**config.mk**
```make
export PLATFORM = sky130hd
export DESIGN_NAME = serial_addsub_flat
export DESIGN_NICKNAME = d
export VERILOG_FILES = /design/src/rtl/serial_addsub_pkg.sv /design/src/rtl/serial_addsub_if.sv /design/src/rtl/full_add.sv /design/src/rtl/serial_addsub.sv /design/src/flat_wrapper.sv
export SDC_FILE = /design/constraint.sdc
export NUM_CORES = 1
export LEC_CHECK = 0
export ABC_CLOCK_PERIOD_IN_PS = 1400
export BUFFER_PORTS_ARGS = -buffer_cell sky130_fd_sc_hd__buf_2
export CORE_ASPECT_RATIO = 1.25
export CORE_UTILIZATION = 53
export CTS_BUF_LIST = sky130_fd_sc_hd__clkbuf_4 sky130_fd_sc_hd__clkbuf_8 sky130_fd_sc_hd__clkbuf_16
export DETAILED_ROUTE_END_ITERATION = 8
export GPL_TIMING_DRIVEN = 0
export HOLD_SLACK_MARGIN = 0.15
export PLACE_DENSITY = 0.78
export SLEW_MARGIN = 20
export SYNTH_ARGS = -nofsm -noshare
export SYNTH_HDL_FRONTEND = slang
export SYNTH_SLANG_ARGS = --single-unit
```
**constraint.sdc**
```tcl
create_clock -name clk -period 1.4 [get_ports clk]
set_input_delay 0 -clock clk [delete_from_list [all_inputs] [get_ports clk]]
set_output_delay 0 -clock clk [all_outputs]
set_load 0.02 [all_outputs]
```
**src/rtl/serial_addsub_pkg.sv**
```systemverilog
// serial_addsub shared types.
// FSM encoding and default operand width.
package serial_addsub_pkg;

    localparam int DEF_WIDTH = 8;

    typedef enum logic [1:0] {
        IDLE = 2'd0,
        RUN  = 2'd1,
        DONE = 2'd2
    } state_t;

endpackage

```
**src/rtl/serial_addsub_if.sv**
```systemverilog
// Operand / result handshake bundle for serial_addsub.
// master drives operands and accepts results; slave is the block.
interface serial_addsub_if
    import serial_addsub_pkg::*;
#(
    parameter int WIDTH = DEF_WIDTH
);
    logic             start_valid;
    logic             start_ready;
    logic [WIDTH-1:0] op_a;
    logic [WIDTH-1:0] op_b;
    logic             sub;
    logic             res_valid;
    logic             res_ready;
    logic [WIDTH-1:0] result;
    logic             cout;
    logic             overflow;

    modport master (
        output start_valid, op_a, op_b, sub, res_ready,
        input  start_ready, res_valid, result, cout, overflow
    );

    modport slave (
        input  start_valid, op_a, op_b, sub, res_ready,
        output start_ready, res_valid, result, cout, overflow
    );
endinterface

```
**src/rtl/full_add.sv**
```systemverilog
// Single-bit full adder cell.
// Used as the bit-slice of serial_addsub.
module full_add (
    input  logic a,
    input  logic b,
    input  logic cin,
    output logic sum,
    output logic cout
);
    assign sum  = a ^ b ^ cin;
    assign cout = (a & b) | (cin & (a ^ b));
endmodule

```
**src/rtl/serial_addsub.sv**
```systemverilog
// Bit-serial two's-complement adder/subtractor, LSB first.
// One full_add slice plus a carry flop; WIDTH+1 cycles per operation.
module serial_addsub
    import serial_addsub_pkg::*;
#(
    parameter int WIDTH = DEF_WIDTH
) (
    input logic            clk,
    input logic            rst_n,
    serial_addsub_if.slave bus
);
    localparam int CW = $clog2(WIDTH);

    state_t           state;
    logic [WIDTH-1:0] a_sh;
    logic [WIDTH-1:0] b_sh;
    logic [WIDTH-1:0] res_q;
    logic [CW-1:0]    bit_cnt;
    logic             carry;
    logic             c_msb;
    logic             cout_q;
    logic             sum_bit;
    logic             cout_bit;
    logic             last;

    full_add u_fa (
        .a   (a_sh[0]),
        .b   (b_sh[0]),
        .cin (carry),
        .sum (sum_bit),
        .cout(cout_bit)
    );

    assign last = (bit_cnt == CW'(WIDTH - 1));

    always_ff @(posedge clk or negedge rst_n) begin
        if (!rst_n) begin
            state   <= IDLE;
            a_sh    <= '0;
            b_sh    <= '0;
            res_q   <= '0;
            bit_cnt <= '0;
            carry   <= 1'b0;
            c_msb   <= 1'b0;
            cout_q  <= 1'b0;
        end else begin
            unique case (state)
                IDLE: begin
                    if (bus.start_valid) begin
                        a_sh    <= bus.op_a;
                        b_sh    <= bus.op_b ^ {WIDTH{bus.sub}};
                        carry   <= bus.sub;
                        bit_cnt <= '0;
                        state   <= RUN;
                    end
                end
                RUN: begin
                    res_q   <= {sum_bit, res_q[WIDTH-1:1]};
                    a_sh    <= a_sh >> 1;
                    b_sh    <= b_sh >> 1;
                    carry   <= cout_bit;
                    bit_cnt <= bit_cnt + CW'(1);
                    if (last) begin
                        // park the counter so it never wraps
                        bit_cnt <= '0;
                        c_msb   <= carry;
                        cout_q  <= cout_bit;
                        state   <= DONE;
                    end
                end
                DONE: begin
                    if (bus.res_ready) begin
                        state <= IDLE;
                    end
                end
                default: state <= IDLE;
            endcase
        end
    end

    assign bus.start_ready = (state == IDLE);
    assign bus.res_valid   = (state == DONE);
    assign bus.result      = res_q;
    assign bus.cout        = cout_q;
    assign bus.overflow    = c_msb ^ cout_q;
endmodule

```
**src/flat_wrapper.sv**
```systemverilog
// flat-port wrapper written by rule: the top's interface ports become plain ports
module serial_addsub_flat import serial_addsub_pkg::*;
#(
    parameter int WIDTH = DEF_WIDTH
)
  (clk, rst_n, bus_start_valid, bus_op_a, bus_op_b, bus_sub, bus_res_ready, bus_start_ready, bus_res_valid, bus_result, bus_cout, bus_overflow);
  serial_addsub_if #(.WIDTH(WIDTH)) bus_i ();
  input logic clk;
  input logic rst_n;
  input wire logic [$bits(bus_i.start_valid)-1:0] bus_start_valid;
  input wire logic [$bits(bus_i.op_a)-1:0] bus_op_a;
  input wire logic [$bits(bus_i.op_b)-1:0] bus_op_b;
  input wire logic [$bits(bus_i.sub)-1:0] bus_sub;
  input wire logic [$bits(bus_i.res_ready)-1:0] bus_res_ready;
  output wire logic [$bits(bus_i.start_ready)-1:0] bus_start_ready;
  output wire logic [$bits(bus_i.res_valid)-1:0] bus_res_valid;
  output wire logic [$bits(bus_i.result)-1:0] bus_result;
  output wire logic [$bits(bus_i.cout)-1:0] bus_cout;
  output wire logic [$bits(bus_i.overflow)-1:0] bus_overflow;
  assign bus_i.start_valid = bus_start_valid;
  assign bus_i.op_a = bus_op_a;
  assign bus_i.op_b = bus_op_b;
  assign bus_i.sub = bus_sub;
  assign bus_i.res_ready = bus_res_ready;
  assign bus_start_ready = bus_i.start_ready;
  assign bus_res_valid = bus_i.res_valid;
  assign bus_result = bus_i.result;
  assign bus_cout = bus_i.cout;
  assign bus_overflow = bus_i.overflow;
  serial_addsub #(.WIDTH(WIDTH)) u_core (.clk(clk), .rst_n(rst_n), .bus(bus_i));
endmodule
```
==> impl_metrics.yaml <==
power:
  intPower_w: 0.00240
  switching_share: 0.385
  ir_worst_vdd_mv: 1.30
  combPwrFrac: 0.448
  p_leak_nw: 0.930
  power.density_nw_per_um2: 1940
  p_sw_w: 0.00150
  p_seq_frac: 0.406
  p_clk_frac: 0.146
logic_synthesis:
  syn_area_per_cell_sq_um: 11.1
  synth_nets: 163
  synth.most_common_cell: "dfrtp_1"
  yosysWarnings: 0
  synthTopCellsByCount: "dfrtp_1 (32), nand2_1 (17), nor2b_1 (11)"
  synth_cells: 139
  synth.distinct_cells: 28
  synth.area.top_cells: "dfrtp_1 (52%), mux2_2 (7.3%), xnor2_1 (4.5%), nor2b_1 (4.5%), nand2_1 (4.1%)"
  synthArstFlopShare: 1.00
  synth.largest_area_cell: "dfrtp_1"
  synth_area_sq_um: 1540
  synth_top_area_share: 0.519
  ys_ff_latch: 32
  seq_area_frac_synth: 0.519
  synth_edf_count: 0
  synth-main-ff-cell: "dfrtp_1"
die:
  io_pins: 33
  core_sq_um: 2730
  die_area_sq_um: 3130
  initial_core_util: 0.564
  die_x_um: 50.2
  rows: 21
  fp.dieH_um: 62.3
final_layout:
  regArea_sq_um: 801
  diodes: 0
  nets: 221
  final_area_sq_um: 2010
  fillCellCount: 213
  drive_gt1_frac: 0.333
  area_growth_syn_to_layout_pct: 30.1
  fin_util: 0.734
  multi_input_area_sq_um: 681
grt:
  grt-ovfl-total: 0
  grt_first_pass_wirelength_um: 5930
  grt_usage: 0.257
  antenna_found_initial: 0
  grt_pass1_vias: 1340
  grt_max_degree: 33
sta:
  rsz0062_at_grt: "false"
  period_needed_ns: 1.35
  layout_setup_ws_ns: 0.0473
  finalSetupViolCount: 0
  slew_violations: 0
  hold_viol_final: 0
  min_period_over_period: 0.966
  fmax_ghz: 0.739
  finClkSkew_ns: 0.00463
  tightest_slew_ns: 0.699
  maxSlewHeadroom: 0.534
critical_path:
  end_kind: "flop"
  timing.rr.end: "u_core.c_msb"
  crit_slowest_cell: "dfrtp_1"
  slowest_delay_ns: 0.40
  crit_path_start: "u_core.bit_cnt[0]"
  start_kind: "flop"
  path_cells: "ha_1 -> ha_2 -> nand2_2 -> mux2_2"
  crit_required_ns: 1.64
  r2r_start: "u_core.bit_cnt[0]"
  worstPathArrival_ns: 1.59
  path_class: "reg2reg"
  crit_end: "u_core.c_msb"
  path_max_fanout: 3
  r2r_slack_ns: 0.05
  rr_worst_depth: 4
drt:
  viasPerCell: 5.48
  routedWlPerCell_um: 14.7
  route.detailed.drc: 0
  wirelength_um: 3400
  final_antenna_net_count: 0
  drt_first_pass_iters: 4
  vias: 1272
  drt-initial-drc-count: 56
placement:
  post_dp_cell_area_sq_um: 1740
  dp_slack_ns: -0.0412
  gp_congestion: 0.720
  io_buffers: 31
  hpwlAfterDp_um: 2280
clock_network:
  clock_sinks: 32
  cts_tree: "done"
  clock_path_buffers: 2
  root_buffer: "clkbuf_4"
  cts_made_buffers: 5
  path_clk_slew_ns: 0.10
  cts_max_level: 2
  insertion_delay_ns: 0.34
run_status:
  run_status: "finished, final reports clean"
hold_path:
  min_path_type: "in2reg"
job:
  drv_cap: 0
-- layout make-up --
cell class | instances | share of cell area
flip-flops and latches | 32 | 0.399
multi-input cells | 96 | 0.339
repair buffers | 51 | 0.176
plain buffers | 10 | 0.0318
clock buffers | 6 | 0.0256
well taps | 34 | 0.0212
clock inverters | 2 | 0.00499
inverters | 1 | 0.00187
-- worst max-delay path, delay by kind of cell (launching register included) --
kind / cells / cell delay, ns
adders and majority gates: 2 / 0.40
and+or+nand+nor: 1 / 0.10
muxes: 1 / 0.35
DFF: 1 / 0.40
-- layout by cell type, fill, tap and decap left out --
master and n:
o21ai_0 9, a22oi_1 8, nor2b_2 1, dlygate4sd3_1 19, ha_1 1, nand2_1 16
buf_2 36, fa_1 1, buf_4 1, a21oi_1 8, o21ai_1 2, xnor2_1 8
ha_2 1, nor2_2 1, clkbuf_2 1, o211ai_1 1, inv_1 1, buf_6 2
o21bai_1 1, mux2_2 10, o221ai_1 6, clkbuf_1 1, clkbuf_8 1, o21ba_2 1
nor2b_1 11, xor2_1 1, dfrtp_1 32, nand2b_1 1, nand2_2 2, clkbuf_4 6
a22oi_2 1, nor2_1 2, a22o_1 3, clkinv_2 2
-- flip-flops by register name, indices dropped and copies added (netlist names) --
register,flops
u_core.a_sh,8
u_core.b_sh,8
u_core.bit_cnt,3
u_core.bus.cout,1
u_core.bus.result,8
u_core.c_msb,1
u_core.carry,1
u_core.state,2
-- per-stage QoR --
stage               hold WS (ns)  power, W  std cells  setup TNS [ns]
floorplan                 -0.296   0.00278        139               0
global placement          0.0697   0.00316        204               0
detailed placement        0.0879   0.00328        204         -0.0615
CTS                        0.153   0.00391        232               0
global route               0.177   0.00417        232               0
finish                     0.164   0.00389        232               0
-- power groups by stage --
stage | clock network, W | registers (W) | logic, W
after CTS | 0.000573 | 0.00158 | 0.00176
after global placement | 0 | 0.00157 | 0.00159
after global routing | 0.000607 | 0.00163 | 0.00192
after floorplan | 0 | 0.00170 | 0.00108
final | 0.000567 | 0.00158 | 0.00175
after detailed placement | 0 | 0.00160 | 0.00168
-- cells by family after synthesis --
group | Yosys count | synth area share
multiplexers | 10 | 0.0731
AND/OR/NAND/NOR | 34 | 0.109
adder cells (fa/ha/maj) | 3 | 0.0292
buffers and inverters | 11 | 0.0422
AO/OA/AOI/OAI | 40 | 0.176
flip-flops | 32 | 0.519
XOR/XNOR | 9 | 0.0511
-- routing by layer --
metal	global-route usage	part of all wire	up-vias
met1	0.290	0.41	625
li1	-	-	602
met5	0	0	-
met2	0.440	0.53	39
met4	0.107	0.015	0
met3	0.0735	0.043	6
-- how the worst min path moves through the flow --
stage	start	end	slack [ns]	cells after the start
2_1_floorplan	rst_n	u_core.a_sh[0]	-0.30	0
3_3_place_gp	rst_n	u_core.bus.result[3]	0.07	1
3_5_place_dp	rst_n	u_core.bus.result[3]	0.09	1
4_1_cts	bus_sub	u_core.carry	0.15	3
5_1_grt	bus_sub	u_core.carry	0.18	3
6_report	bus_sub	u_core.carry	0.16	3
-- repair_timing --
action / in CTS / in global routing
hold buffers: 19 / 0
gates resized for setup: 1 / 2
hold endpoints to repair: 50 / 0
buffers inserted: 1 / 0
endpoints found under the setup margin: 2 / 3
Power figures use the tool's default switching activity.
